**src/rtl/divider_pkg.sv**
```systemverilog
// divider_pkg: shared state encoding, default widths and divide-by-zero result fill
package divider_pkg;
    localparam int W_DEF     = 64;
    localparam int CNT_W_DEF = 7;

    typedef enum logic [1:0] {
        ST_IDLE = 2'd0,
        ST_EXEC = 2'd1,
        ST_FIX  = 2'd2,
        ST_DONE = 2'd3
    } state_e;

    // Divide-by-zero quotient is this bit replicated across the word (all ones, -1)
    localparam logic DBZ_Q_FILL = 1'b1;
endpackage

```
**src/rtl/divider_if.sv**
```systemverilog
// divider_if: operand/result bus with the op_start/op_clear/op_done handshake
interface divider_if #(
    parameter int W = 64
);
    logic [W-1:0] dividend;
    logic [W-1:0] divisor;
    logic         op_start;
    logic         op_clear;
    logic         op_done;
    logic [W-1:0] quotient;
    logic [W-1:0] remainder;
    logic         div_by_zero;

    modport master (
        output dividend, divisor, op_start, op_clear,
        input  op_done, quotient, remainder, div_by_zero
    );

    modport slave (
        input  dividend, divisor, op_start, op_clear,
        output op_done, quotient, remainder, div_by_zero
    );
endinterface

```
**src/rtl/divider_step.sv**
```systemverilog
// divider_step: one radix-2 restoring iteration on unsigned magnitudes
module divider_step #(
    parameter int W = 64
) (
    input  logic [W-1:0] rem_i,
    input  logic         quo_msb_i,
    input  logic [W-1:0] dvs_i,
    output logic [W-1:0] rem_o,
    output logic         q_bit_o
);
    logic [W:0] sh;

    // The shifted remainder needs W+1 bits for the compare; the difference always fits in W
    always_comb begin
        sh      = {rem_i, quo_msb_i};
        q_bit_o = sh >= {1'b0, dvs_i};
        rem_o   = q_bit_o ? sh[W-1:0] - dvs_i : sh[W-1:0];
    end
endmodule

```
**src/rtl/divider.sv**
```systemverilog
// divider: sequential signed W-bit restoring divider, one quotient bit per cycle
module divider
    import divider_pkg::*;
#(
    parameter int W     = W_DEF,
    parameter int CNT_W = CNT_W_DEF
) (
    input  logic     clk,
    input  logic     reset,
    divider_if.slave bus
);
    state_e           state_q;
    logic [CNT_W-1:0] cnt_q;
    logic [W-1:0]     rem_q, quo_q, dvs_q;
    logic [W-1:0]     quotient_q, remainder_q;
    logic             sdvd_q, sdvs_q, dbz_q;
    logic             done_q, dbz_out_q;
    logic [W-1:0]     rem_d;
    logic             q_bit_d;

    divider_step #(.W(W)) u_step (
        .rem_i     (rem_q),
        .quo_msb_i (quo_q[W-1]),
        .dvs_i     (dvs_q),
        .rem_o     (rem_d),
        .q_bit_o   (q_bit_d)
    );

    // quo_q starts as |dividend| and shifts out its MSB into the remainder each step
    always_ff @(posedge clk) begin
        if (reset || bus.op_clear) begin
            state_q     <= ST_IDLE;
            cnt_q       <= '0;
            done_q      <= 1'b0;
            quotient_q  <= '0;
            remainder_q <= '0;
            dbz_out_q   <= 1'b0;
        end else begin
            case (state_q)
                ST_IDLE: if (bus.op_start) begin
                    quo_q   <= bus.dividend[W-1] ? -bus.dividend : bus.dividend;
                    dvs_q   <= bus.divisor[W-1] ? -bus.divisor : bus.divisor;
                    sdvd_q  <= bus.dividend[W-1];
                    sdvs_q  <= bus.divisor[W-1];
                    dbz_q   <= bus.divisor == '0;
                    rem_q   <= '0;
                    cnt_q   <= '0;
                    state_q <= ST_EXEC;
                end
                ST_EXEC: begin
                    cnt_q <= cnt_q + CNT_W'(1);
                    if (cnt_q == CNT_W'(W)) begin
                        state_q <= ST_FIX;
                    end else begin
                        rem_q <= rem_d;
                        quo_q <= {quo_q[W-2:0], q_bit_d};
                    end
                end
                ST_FIX: begin
                    quotient_q  <= dbz_q ? {W{DBZ_Q_FILL}} : (sdvd_q ^ sdvs_q) ? -quo_q : quo_q;
                    remainder_q <= sdvd_q ? -rem_q : rem_q;
                    dbz_out_q   <= dbz_q;
                    done_q      <= 1'b1;
                    state_q     <= ST_DONE;
                end
                default: ;
            endcase
        end
    end

    assign bus.op_done     = done_q;
    assign bus.quotient    = quotient_q;
    assign bus.remainder   = remainder_q;
    assign bus.div_by_zero = dbz_out_q;
endmodule

```
**src/flat_wrapper.sv**
```systemverilog
// flat-port wrapper written by rule: the top's interface ports become plain ports
module divider_flat import divider_pkg::*;
#(
    parameter int W     = W_DEF,
    parameter int CNT_W = CNT_W_DEF
)
  (clk, reset, bus_dividend, bus_divisor, bus_op_start, bus_op_clear, bus_op_done, bus_quotient, bus_remainder, bus_div_by_zero);
  divider_if #(.W(W)) bus_i ();
  input  logic clk;
  input  logic reset;
  input wire logic [$bits(bus_i.dividend)-1:0] bus_dividend;
  input wire logic [$bits(bus_i.divisor)-1:0] bus_divisor;
  input wire logic [$bits(bus_i.op_start)-1:0] bus_op_start;
  input wire logic [$bits(bus_i.op_clear)-1:0] bus_op_clear;
  output wire logic [$bits(bus_i.op_done)-1:0] bus_op_done;
  output wire logic [$bits(bus_i.quotient)-1:0] bus_quotient;
  output wire logic [$bits(bus_i.remainder)-1:0] bus_remainder;
  output wire logic [$bits(bus_i.div_by_zero)-1:0] bus_div_by_zero;
  assign bus_i.dividend = bus_dividend;
  assign bus_i.divisor = bus_divisor;
  assign bus_i.op_start = bus_op_start;
  assign bus_i.op_clear = bus_op_clear;
  assign bus_op_done = bus_i.op_done;
  assign bus_quotient = bus_i.quotient;
  assign bus_remainder = bus_i.remainder;
  assign bus_div_by_zero = bus_i.div_by_zero;
  divider #(.W(W), .CNT_W(CNT_W)) u_core (.clk(clk), .reset(reset), .bus(bus_i));
endmodule
```
**config.mk**
```make
export PLATFORM = sky130hd
export DESIGN_NAME = divider_flat
export DESIGN_NICKNAME = d
export VERILOG_FILES = /design/src/rtl/divider_pkg.sv /design/src/rtl/divider_if.sv /design/src/rtl/divider_step.sv /design/src/rtl/divider.sv /design/src/flat_wrapper.sv
export SDC_FILE = /design/constraint.sdc
export NUM_CORES = 1
export LEC_CHECK = 0
export CAP_MARGIN = 20
export CORE_MARGIN = 5
export CORE_UTILIZATION = 35
export CTS_BUF_LIST = sky130_fd_sc_hd__clkbuf_8
export CTS_CLUSTER_DIAMETER = 150
export DETAILED_ROUTE_END_ITERATION = 8
export GPL_TIMING_DRIVEN = 0
export PLACE_DENSITY = 0.59
export RECOVER_POWER = 50
export SLEW_MARGIN = 20
export SYNTH_ARGS = -nofsm -noshare
export SYNTH_HDL_FRONTEND = slang
export SYNTH_HIERARCHICAL = 1
export SYNTH_SLANG_ARGS = --single-unit
export TNS_END_PERCENT = 5
```
**constraint.sdc**
```tcl
create_clock -name clk -period 16.6 [get_ports clk]
set_input_delay 3.32 -clock clk [delete_from_list [all_inputs] [get_ports clk]]
set_output_delay 3.32 -clock clk [all_outputs]
set_load 0.1 [all_outputs]
```
# Word level (Yosys, flattened, before mapping)
# Index checks and enable logic that the tools add are counted.
# W data, S select, Z words.
[totals]
ff_bits = 334
latch_bits = 0
ramBits = 0
romBits = 0
out_inout_bits = 130
elab_cells = 54
n_memories = 0
[op_classes]
addsub = 6
multipliers = 0
div = 0
order_cmp = 1
eq_ne = 6
n_shift = 0
muxes = 17
bitwise_logic = 2
n_reduce_logical = 9
[op_table]
columns = ["op", "count"]
rows = [
  ["$mux W64", 9],
  ["$neg A64 Y64", 4],
  ["$pmux W64 S2", 2],
  ["$ge A65 B64 Y1", 1],
  ["$logic_not A64 Y1", 1],
  ["$sub A64 B64 Y64", 1],
  ["$mux W63", 1],
  ["$pmux W7 S2", 1],
  ["$add A7 B1 Y7 const B", 1],
  ["$eq A7 B7 Y1 const B", 1],
  ["$mux W7", 1],
  ["$pmux W2 S3", 1],
  ["$reduce_and A3 Y1", 2],
  ["$mux W2", 2],
  ["$ne A2 B2 Y1 const B", 2],
  ["$reduce_and A4 Y1", 1],
  ["$reduce_bool A3 Y1", 1],
  ["$eq A2 B1 Y1 const B", 1],
  ["$eq A2 B2 Y1 const B", 1],
  ["$logic_not A2 Y1", 1],
  ["$ne A2 B1 Y1 const B", 1],
  ["$reduce_and A2 Y1", 1],
  ["$reduce_bool A2 Y1", 1],
  ["$logic_or A1 B1 Y1", 1],
  ["other kinds (2)", 2],
]

# Longest topological paths before layout
# Gate-level depths: netlist of the first run.
[depth]
depth_word = 4
ltp_mapped = 16

# By module
# Netlist of the first run, hierarchy kept.
[by_module_without_submodules]
columns = ["module", "instances", "cells_per_inst", "area_per_inst_um2", "seq_area_each_um2"]
rows = [
  ["divider", 1, 1755, 17396.7, 8638.3],
  ["divider_step", 1, 721, 4921.0, 0.0],
]

# Least setup slack after synthesis of the first run
# No wires, ideal clock.
[synth_path]
kind = "input to register"
from = "input port bus_op_clear"
to = "register u_core.quo_q[0], enable pin"
setup_time_ps = 844
t_arrival_ps = 13376
slack_ps = 2380
stages = 3
n_path_buf = 1
cell_sequence = "or2_2 > clkbuf_1 > a311oi_1"
[synth_via]
elab_chain_len = 3
[synth_lines]
columns = ["item", "line_no", "text"]
rows = [
  ["start: declaration", "flat_wrapper.sv:14", "input wire logic [$bits(bus_i.op_clear)-1:0] bus_op_clear;"],
  ["$logic_or A1 B1 Y1", "divider.sv:31", "if (reset || bus.op_clear) begin"],
  ["$not A1 Y1 (no source line)", "-", ""],
  ["$reduce_and A4 Y1 (no source line)", "-", ""],
  ["end signal: assignment", "divider.sv:41", "quo_q <= bus.dividend[W-1] ? -bus.dividend : bus.dividend;"],
  ["end signal: assignment", "divider.sv:56", "quo_q <= {quo_q[W-2:0], q_bit_d};"],
  ["end: declaration", "divider.sv:14", "logic [W-1:0] rem_q, quo_q, dvs_q;"],
]
# Every way passes these cells.
# A chain may end at the register's enable or synchronous reset.

# Worst setup path after layout of the first run
[layout_path]
from = "input port bus_op_clear"
to = "register u_core.rem_q[14], enable pin"
[layout_via]
elab_chain_len = 3
[layout_lines]
columns = ["item", "line_no", "text"]
rows = [
  ["$logic_or A1 B1 Y1", "divider.sv:31", ""],
  ["$not A1 Y1 (no source line)", "-", ""],
  ["$reduce_and A4 Y1 (no source line)", "-", ""],
  ["end signal: assignment", "divider.sv:55", "rem_q <= rem_d;"],
  ["end: declaration", "divider.sv:14", ""],
]
# Every way passes these cells.

==> impl_metrics.py, run 1 <==
metrics = {
    "status": {
        "outcome": "complete, but fails checks",
        "failed_checks": "max-capacitance violations, max-slew violations",
    },
    "die": {
        "ioPinCount": 262,
        "die_x_microns": 263,
        "die_h_microns": 263,
        "coreArea_sq_um": 63100,
        "row_count": 92,
        "initial_core_util": 0.354,
        "die_area_sq_um": 68900,
    },
    "routing": {
        "drc": 0,
        "via_count": 20600,
        "drt-wirelength-per-cell_microns": 21.6,
        "antenna_left": 0,
        "drt-pass1-iter-count": 5,
        "first_iter_violations": 1587,
        "drt_wl_total_microns": 80300,
        "routed_via_density": 5.54,
    },
    "worst_setup_path": {
        "regToRegSetupSlack_ns": 10.79,
        "cp-start-kind": "primary input",
        "crit_type": "in -> reg",
        "crit_fanout": 14,
        "rr_worst_depth": 13,
        "crit_path_end_kind": "register",
        "crit_arrival_ns": 7.35,
        "cp_data_required_time_ns": 16.96,
        "rr_endpoint": "u_core/rem_q[56]$_SDFFCE_PN0P_",
        "r2r-start": "u_core/rem_q[3]$_SDFFCE_PN0P_",
    },
    "timing": {
        "relSlewSlack": -0.179,
        "drv_slew": 23,
        "fin_crit_ns": 6.99,
        "fmax_mhz": 143,
        "hold_viol": 0,
        "setup_violations": 0,
        "tns_ns": 0,
        "rsz0062_at_grt": "false",
        "tightest_slew_ns": 1.76,
        "fin_skew_ns": 0.0536,
        "period_share": 0.421,
    },
    "global_route": {
        "grt_max_degree": 31,
        "grt_overflow": 0,
        "grt_pass1_vias": 20200,
        "grt_use_met3": 0.0331,
        "grt_pass1_wl_microns": 121000,
        "met2_usage": 0.357,
        "antenna_found_initial": 1,
        "met1_usage": 0.304,
        "top_usage_layer": "met2",
        "track_usage": 0.221,
    },
    "clock_network": {
        "numCtsBuffers": 60,
        "cts_root_buf": "clkbuf_8",
        "path_clk_slew_ns": 0.06,
        "cts_setup_buffers": 0,
        "cts_max_level": 2,
        "cts_buffer_depth": 3,
        "clk_latency_ns": 0.69,
        "holdBufCountCts": 0,
        "cts_tree": "done",
        "cts_resized": 0,
        "cts.sinks": 334,
    },
    "synth": {
        "yosysWarnings": 6,
        "syn_area_sq_um": 22300,
        "synth_edf_count": 195,
        "synth_fp_nets": 2684,
        "synth_cell_types": 83,
        "synthCells": 2476,
        "yosysSeqAreaShare": 0.387,
        "ys_ff_latch": 334,
        "synth_top_flop_cell": "edfxtp_1",
        "async_flop_share": 0,
        "syn_avg_cell_area_sq_um": 9.01,
    },
    "layout": {
        "nets": 3020,
        "seq_area_sq_um": 8640,
        "instances_no_fill": 3715,
        "drive_gt1_frac": 0.0628,
        "multi_input_area_sq_um": 12700,
        "layout_common_cells": "o21ai_0 (265), clkdlybuf4s50_1 (253), nand2_1 (224)",
        "final_common_cell": "o21ai_0",
        "final_util": 0.436,
        "area_growth_pct": 23.2,
        "fill_cells": 6258,
        "design_area_sq_um": 27500,
    },
    "worst_hold_path": {
        "hold_class": "reg -> reg",
        "hold_end": "u_core/bus.remainder[56]$_SDFFE_PP0N_",
        "hp-start": "u_core/bus.remainder[56]$_SDFFE_PP0N_",
        "whs_path_depth": 2,
    },
    "job": {
        "maxCapViolations": 2,
    },
    "pwr": {
        "power_frac_clock": 0.409,
        "p_int_uw": 1580,
        "combPwrFrac": 0.166,
        "switchingPower_uw": 620,
        "vdd_ir_drop_max_mv": 0.0544,
        "fin_total_pwr_uw": 2200,
        "pwr-share-seq": 0.426,
        "swShare": 0.282,
        "leakagePower_uw": 0.00964,
        "power_density_nw_per_um2": 80.0,
    },
    "placement": {
        "routabilityCongestion": 0.956,
        "place_inst": 3596,
        "place_area_sq_um": 26200,
        "io_buffers": 261,
        "hpwl_microns": 63600,
    },
}
==> state kept, by name, summed over array words and instances, names as in the netlist <==
name,count
u_core/sdvs_q,1
u_core/quo_q,64
u_core/dbz_q,1
u_core/state_q,2
u_core/bus.quotient,64
u_core/sdvd_q,1
u_core/bus.div_by_zero,1
u_core/dvs_q,64
u_core/rem_q,64
u_core/bus.op_done,1
u_core/cnt_q,7
u_core/bus.remainder,64
==> Yosys cell counts (8+ instances only) <==
cell type / n / share of area
and3_1: 14 / 0.0039
nand2_1: 224 / 0.038
mux2_1: 55 / 0.028
mux2_2: 21 / 0.011
xor2_1: 144 / 0.057
nand2b_1: 18 / 0.0050
nor2b_1: 13 / 0.0036
or4_1: 33 / 0.011
nand3_1: 35 / 0.0078
a41oi_1: 9 / 0.0035
nor3_1: 38 / 0.0085
or2_2: 16 / 0.0045
ha_1: 75 / 0.042
and2_1: 73 / 0.020
o31ai_1: 62 / 0.021
a31oi_1: 28 / 0.0078
nand4_1: 33 / 0.0093
a211oi_1: 27 / 0.0091
xnor2_1: 162 / 0.064
a21o_1: 34 / 0.011
mux2i_1: 8 / 0.0036
o41ai_1: 30 / 0.012
o21ai_0: 260 / 0.058
a21oi_1: 167 / 0.037
o21bai_1: 10 / 0.0034
edfxtp_1: 195 / 0.26
or3_1: 31 / 0.0087
clkbuf_1: 113 / 0.019
inv_1: 105 / 0.018
nor2_1: 135 / 0.023
nor4_1: 47 / 0.013
dfxtp_1: 139 / 0.12
==> worst max-delay path: stages <==
cell           delay, ns
dlygate4sd3_1       0.58
or2_2               0.30
clkbuf_1            0.29
a311oi_1            1.27
clkbuf_1            0.64
clkbuf_1            0.49
buf_6               0.26
buf_8               0.17
==> worst max path at each step <==
stage | start | to | slack, ns
2_1_floorplan | bus_op_clear | u_core/quo_q[0]$_DFFE_PP_ | 2.38
3_3_place_gp | bus_op_clear | u_core/rem_q[11]$_SDFFCE_PN0P_ | -3.89
3_5_place_dp | bus_divisor[19] | u_core/dvs_q[50]$_DFFE_PP_ | 9.72
4_1_cts | bus_dividend[0] | u_core/quo_q[46]$_DFFE_PP_ | 10.49
5_1_grt | bus_op_clear | u_core/rem_q[14]$_SDFFCE_PN0P_ | 9.38
6_report | bus_op_clear | u_core/rem_q[14]$_SDFFCE_PN0P_ | 9.61
==> per-layer routing <==
layer / wire [microns] / up-vias / share of wire
met2: 36400 / 859 / 0.45
met3: 5450 / 155 / 0.068
met4: 2860 / 0 / 0.036
li1: - / 9758 / -
met1: 35500 / 9802 / 0.44
met5: 0 / - / 0
==> power groups by stage <==
stage                     clock network (uW)  logic [uW]  registers, uW
final                                    899         365            936
after global routing                     964         396            938
after CTS                                929         367            935
after detailed placement                   0         364            953
after global placement                     0         357            962
after floorplan                            0         217            965
==> metrics by stage <==
step,setup slack [ns],hold WS [ns]
2_1_floorplan,2.38,0.454
3_3_place_gp,-3.89,0.442
3_5_place_dp,9.72,0.447
4_1_cts,10.49,0.460
5_1_grt,9.38,0.499
6_report,9.61,0.454
==> logic make-up (layout without fill, tap and decap cells) <==
logic type	Yosys count	in the layout	synth area share
fa+ha+maj	76	76	0.0429
mux	84	84	0.0419
compound gates	699	699	0.195
simple gates	742	742	0.171
buf+inv	235	623	0.0420
flops	334	334	0.387
other cells	0	5	0
xor+xnor	306	306	0.120
==> area by class of cell <==
| cell class | count | area share |
|---|---|---|
| sequential | 334 | 0.314 |
| timing repair buffer | 274 | 0.0999 |
| antenna | 5 | 0.000455 |
| multi-input combinational | 1907 | 0.463 |
| clock inverter | 42 | 0.0151 |
| buffer | 130 | 0.0182 |
| clock buffer | 72 | 0.0361 |
| tap | 846 | 0.0385 |
| inverter | 105 | 0.0143 |
Power figures use the tool's default switching activity.
==> run 2: changes to the inputs <==
clock period = 6.5 ns   (was 16.6 ns; I/O delays follow)
==> impl_metrics.py, run 2 (synthesized netlist as in run 1, its figures left out) <==
metrics = {
    "clock_network": {
        "path_clk_slew_ns": 0.06,
        "numCtsBuffers": 60,
        "clk_latency_ns": 0.70,
        "cts_tree": "done",
        "cts_setup_buffers": 0,
        "holdBufCountCts": 0,
        "cts.sinks": 334,
        "cts_root_buf": "clkbuf_8",
        "cts_resized": 0,
        "cts_buffer_depth": 3,
        "cts_max_level": 2,
    },
    "layout": {
        "seq_area_sq_um": 8640,
        "multi_input_area_sq_um": 12700,
        "final_util": 0.434,
        "fill_cells": 6229,
        "final_common_cell": "o21ai_0",
        "area_growth_pct": 22.8,
        "drive_gt1_frac": 0.0587,
        "nets": 3020,
        "layout_common_cells": "o21ai_0 (261), clkdlybuf4s50_1 (242), nand2_1 (224)",
    },
    "routing": {
        "drt-pass1-iter-count": 6,
        "routed_via_density": 5.55,
        "antenna_left": 0,
        "via_count": 20600,
        "first_iter_violations": 1867,
        "drt-wirelength-per-cell_microns": 21.5,
        "drc": 0,
        "drt_wl_total_microns": 79900,
    },
    "timing": {
        "fin_crit_ns": 4.85,
        "fin_skew_ns": 0.0414,
        "setup_ws_ns": 1.65,
        "period_share": 0.746,
        "drv_slew": 22,
        "relSlewSlack": -0.334,
        "hold_viol": 0,
        "rsz0062_at_grt": "false",
        "tns_ns": 0,
        "fmax_mhz": 206,
        "tightest_slew_ns": 1.98,
        "setup_violations": 0,
    },
    "pwr": {
        "leakagePower_uw": 0.00963,
        "p_int_uw": 4000,
        "combPwrFrac": 0.167,
        "switchingPower_uw": 1600,
        "vdd_ir_drop_max_mv": 0.121,
        "power_density_nw_per_um2": 204,
        "swShare": 0.286,
        "power_frac_clock": 0.406,
        "pwr-share-seq": 0.427,
    },
    "global_route": {
        "track_usage": 0.219,
        "grt_pass1_wl_microns": 120000,
        "antenna_found_initial": 5,
        "grt_max_degree": 32,
        "grt_pass1_vias": 20200,
        "grt_overflow": 0,
    },
    "placement": {
        "hpwl_microns": 63100,
        "routabilityCongestion": 0.929,
        "io_buffers": 261,
        "detailedPlace.worstSlack_ns": 1.72,
    },
    "worst_setup_path": {
        "crit_fanout": 13,
        "crit_type": "in -> reg",
        "worstSetupStartpoint": "bus_op_clear",
        "cp-start-kind": "primary input",
        "cp_data_required_time_ns": 6.87,
        "regToRegSetupSlack_ns": 2.00,
        "path_common_cell": "clkbuf_1",
        "crit_chain": "dlygate4sd3_1 > or2_2 > clkbuf_1 > a311oi_1 > clkbuf_1 > clkbuf_1 > buf_6",
        "rr_worst_depth": 13,
        "slowest_stage": "a311oi_1",
        "crit_arrival_ns": 5.22,
        "rr_endpoint": "u_core/rem_q[10]$_SDFFCE_PN0P_",
        "cpPeakStageDelay_ns": 1.29,
        "crit_path_end_kind": "register",
        "crit_family": "buffers and inverters",
        "r2r-start": "u_core/rem_q[3]$_SDFFCE_PN0P_",
        "cp_num_buf_inv": 5,
    },
    "status": {
        "outcome": "complete, but fails checks",
        "failed_checks": "max-capacitance violations, max-slew violations",
    },
    "die": {
        "coreArea_sq_um": 63100,
        "initial_core_util": 0.354,
        "die_h_microns": 263,
        "die_area_sq_um": 68900,
        "row_count": 92,
        "die_x_microns": 263,
        "ioPinCount": 262,
    },
    "worst_hold_path": {
        "hold_class": "reg -> reg",
        "whs_path_depth": 2,
        "hp-start": "u_core/bus.remainder[61]$_SDFFE_PP0N_",
        "hold_end": "u_core/bus.remainder[61]$_SDFFE_PP0N_",
    },
    "job": {
        "maxCapViolations": 2,
    },
}
## run 2: changes by cell type in the layout (fill, tap and decap cells not counted), sizes merged
cell           delta
clkdlybuf4s50    -11
dlygate4sd3      +11
clkbuf            -7
clkinvlp          +6
inv               -3
diode             -2
buf               +1
bufinv            +1
clkinv            +1
## run 2: worst register-to-register path: stages (launching register included)
cell      delay [ns]
edfxtp_1        0.50
ha_1            0.45
a21o_1          0.20
a31oi_1         0.25
a21oi_1         0.15
o21ai_1         0.22
a21oi_1         0.19
a41oi_2         0.40
o32ai_1         0.25
o311a_4         0.39
a31oi_4         0.50
buf_6           0.25
mux2_1          0.35
and2_1          0.16
## run 2: layout make-up
cell class,count,share of cell area
multi-input combinational,1907,0.464
sequential,334,0.315
timing repair buffer,274,0.0980
tap,846,0.0386
clock buffer,66,0.0332
buffer,130,0.0199
clock inverter,47,0.0166
inverter,105,0.0144
antenna,3,0.000274
## run 2: through the flow
step	std cells	instance area (sq um)	hold WS, ns	power, uW
after floorplan	2476	22300	0.454	3010
after global placement	3583	26000	0.450	3350
after detailed placement	3596	26200	0.460	3360
after CTS	3709	27600	0.469	5670
after global routing	3712	27400	0.494	5840
final	3712	27400	0.464	5600
## run 2: worst max path at each step
stage | end | slack (ns) | depth (start not counted)
floorplan | u_core/quo_q[0]$_DFFE_PP_ | 0.86 | 3
global placement | u_core/rem_q[52]$_SDFFCE_PN0P_ | -1.60 | 4
detailed placement | u_core/quo_q[50]$_DFFE_PP_ | 1.72 | 9
CTS | u_core/rem_q[10]$_SDFFCE_PN0P_ | 1.98 | 13
global route | u_core/quo_q[22]$_DFFE_PP_ | 1.33 | 7
finish | u_core/quo_q[22]$_DFFE_PP_ | 1.65 | 7
## run 2: power by group through the flow
stage / Combinational [uW] / Clock [uW] / Sequential, uW
finish: 934 / 2280 / 2390
global route: 1010 / 2430 / 2390
CTS: 940 / 2350 / 2390
detailed placement: 933 / 0 / 2430
global placement: 913 / 0 / 2440
floorplan: 555 / 0 / 2450
## run 2: metal layers
layer,track usage,vias up,wire length (microns),part of all wire
met4,0.0741,0,2640,0.033
li1,-,9740,-,-
met5,0,-,0,0
met1,0.298,9878,35500,0.44
met2,0.355,832,36500,0.46
met3,0.0368,150,5230,0.065
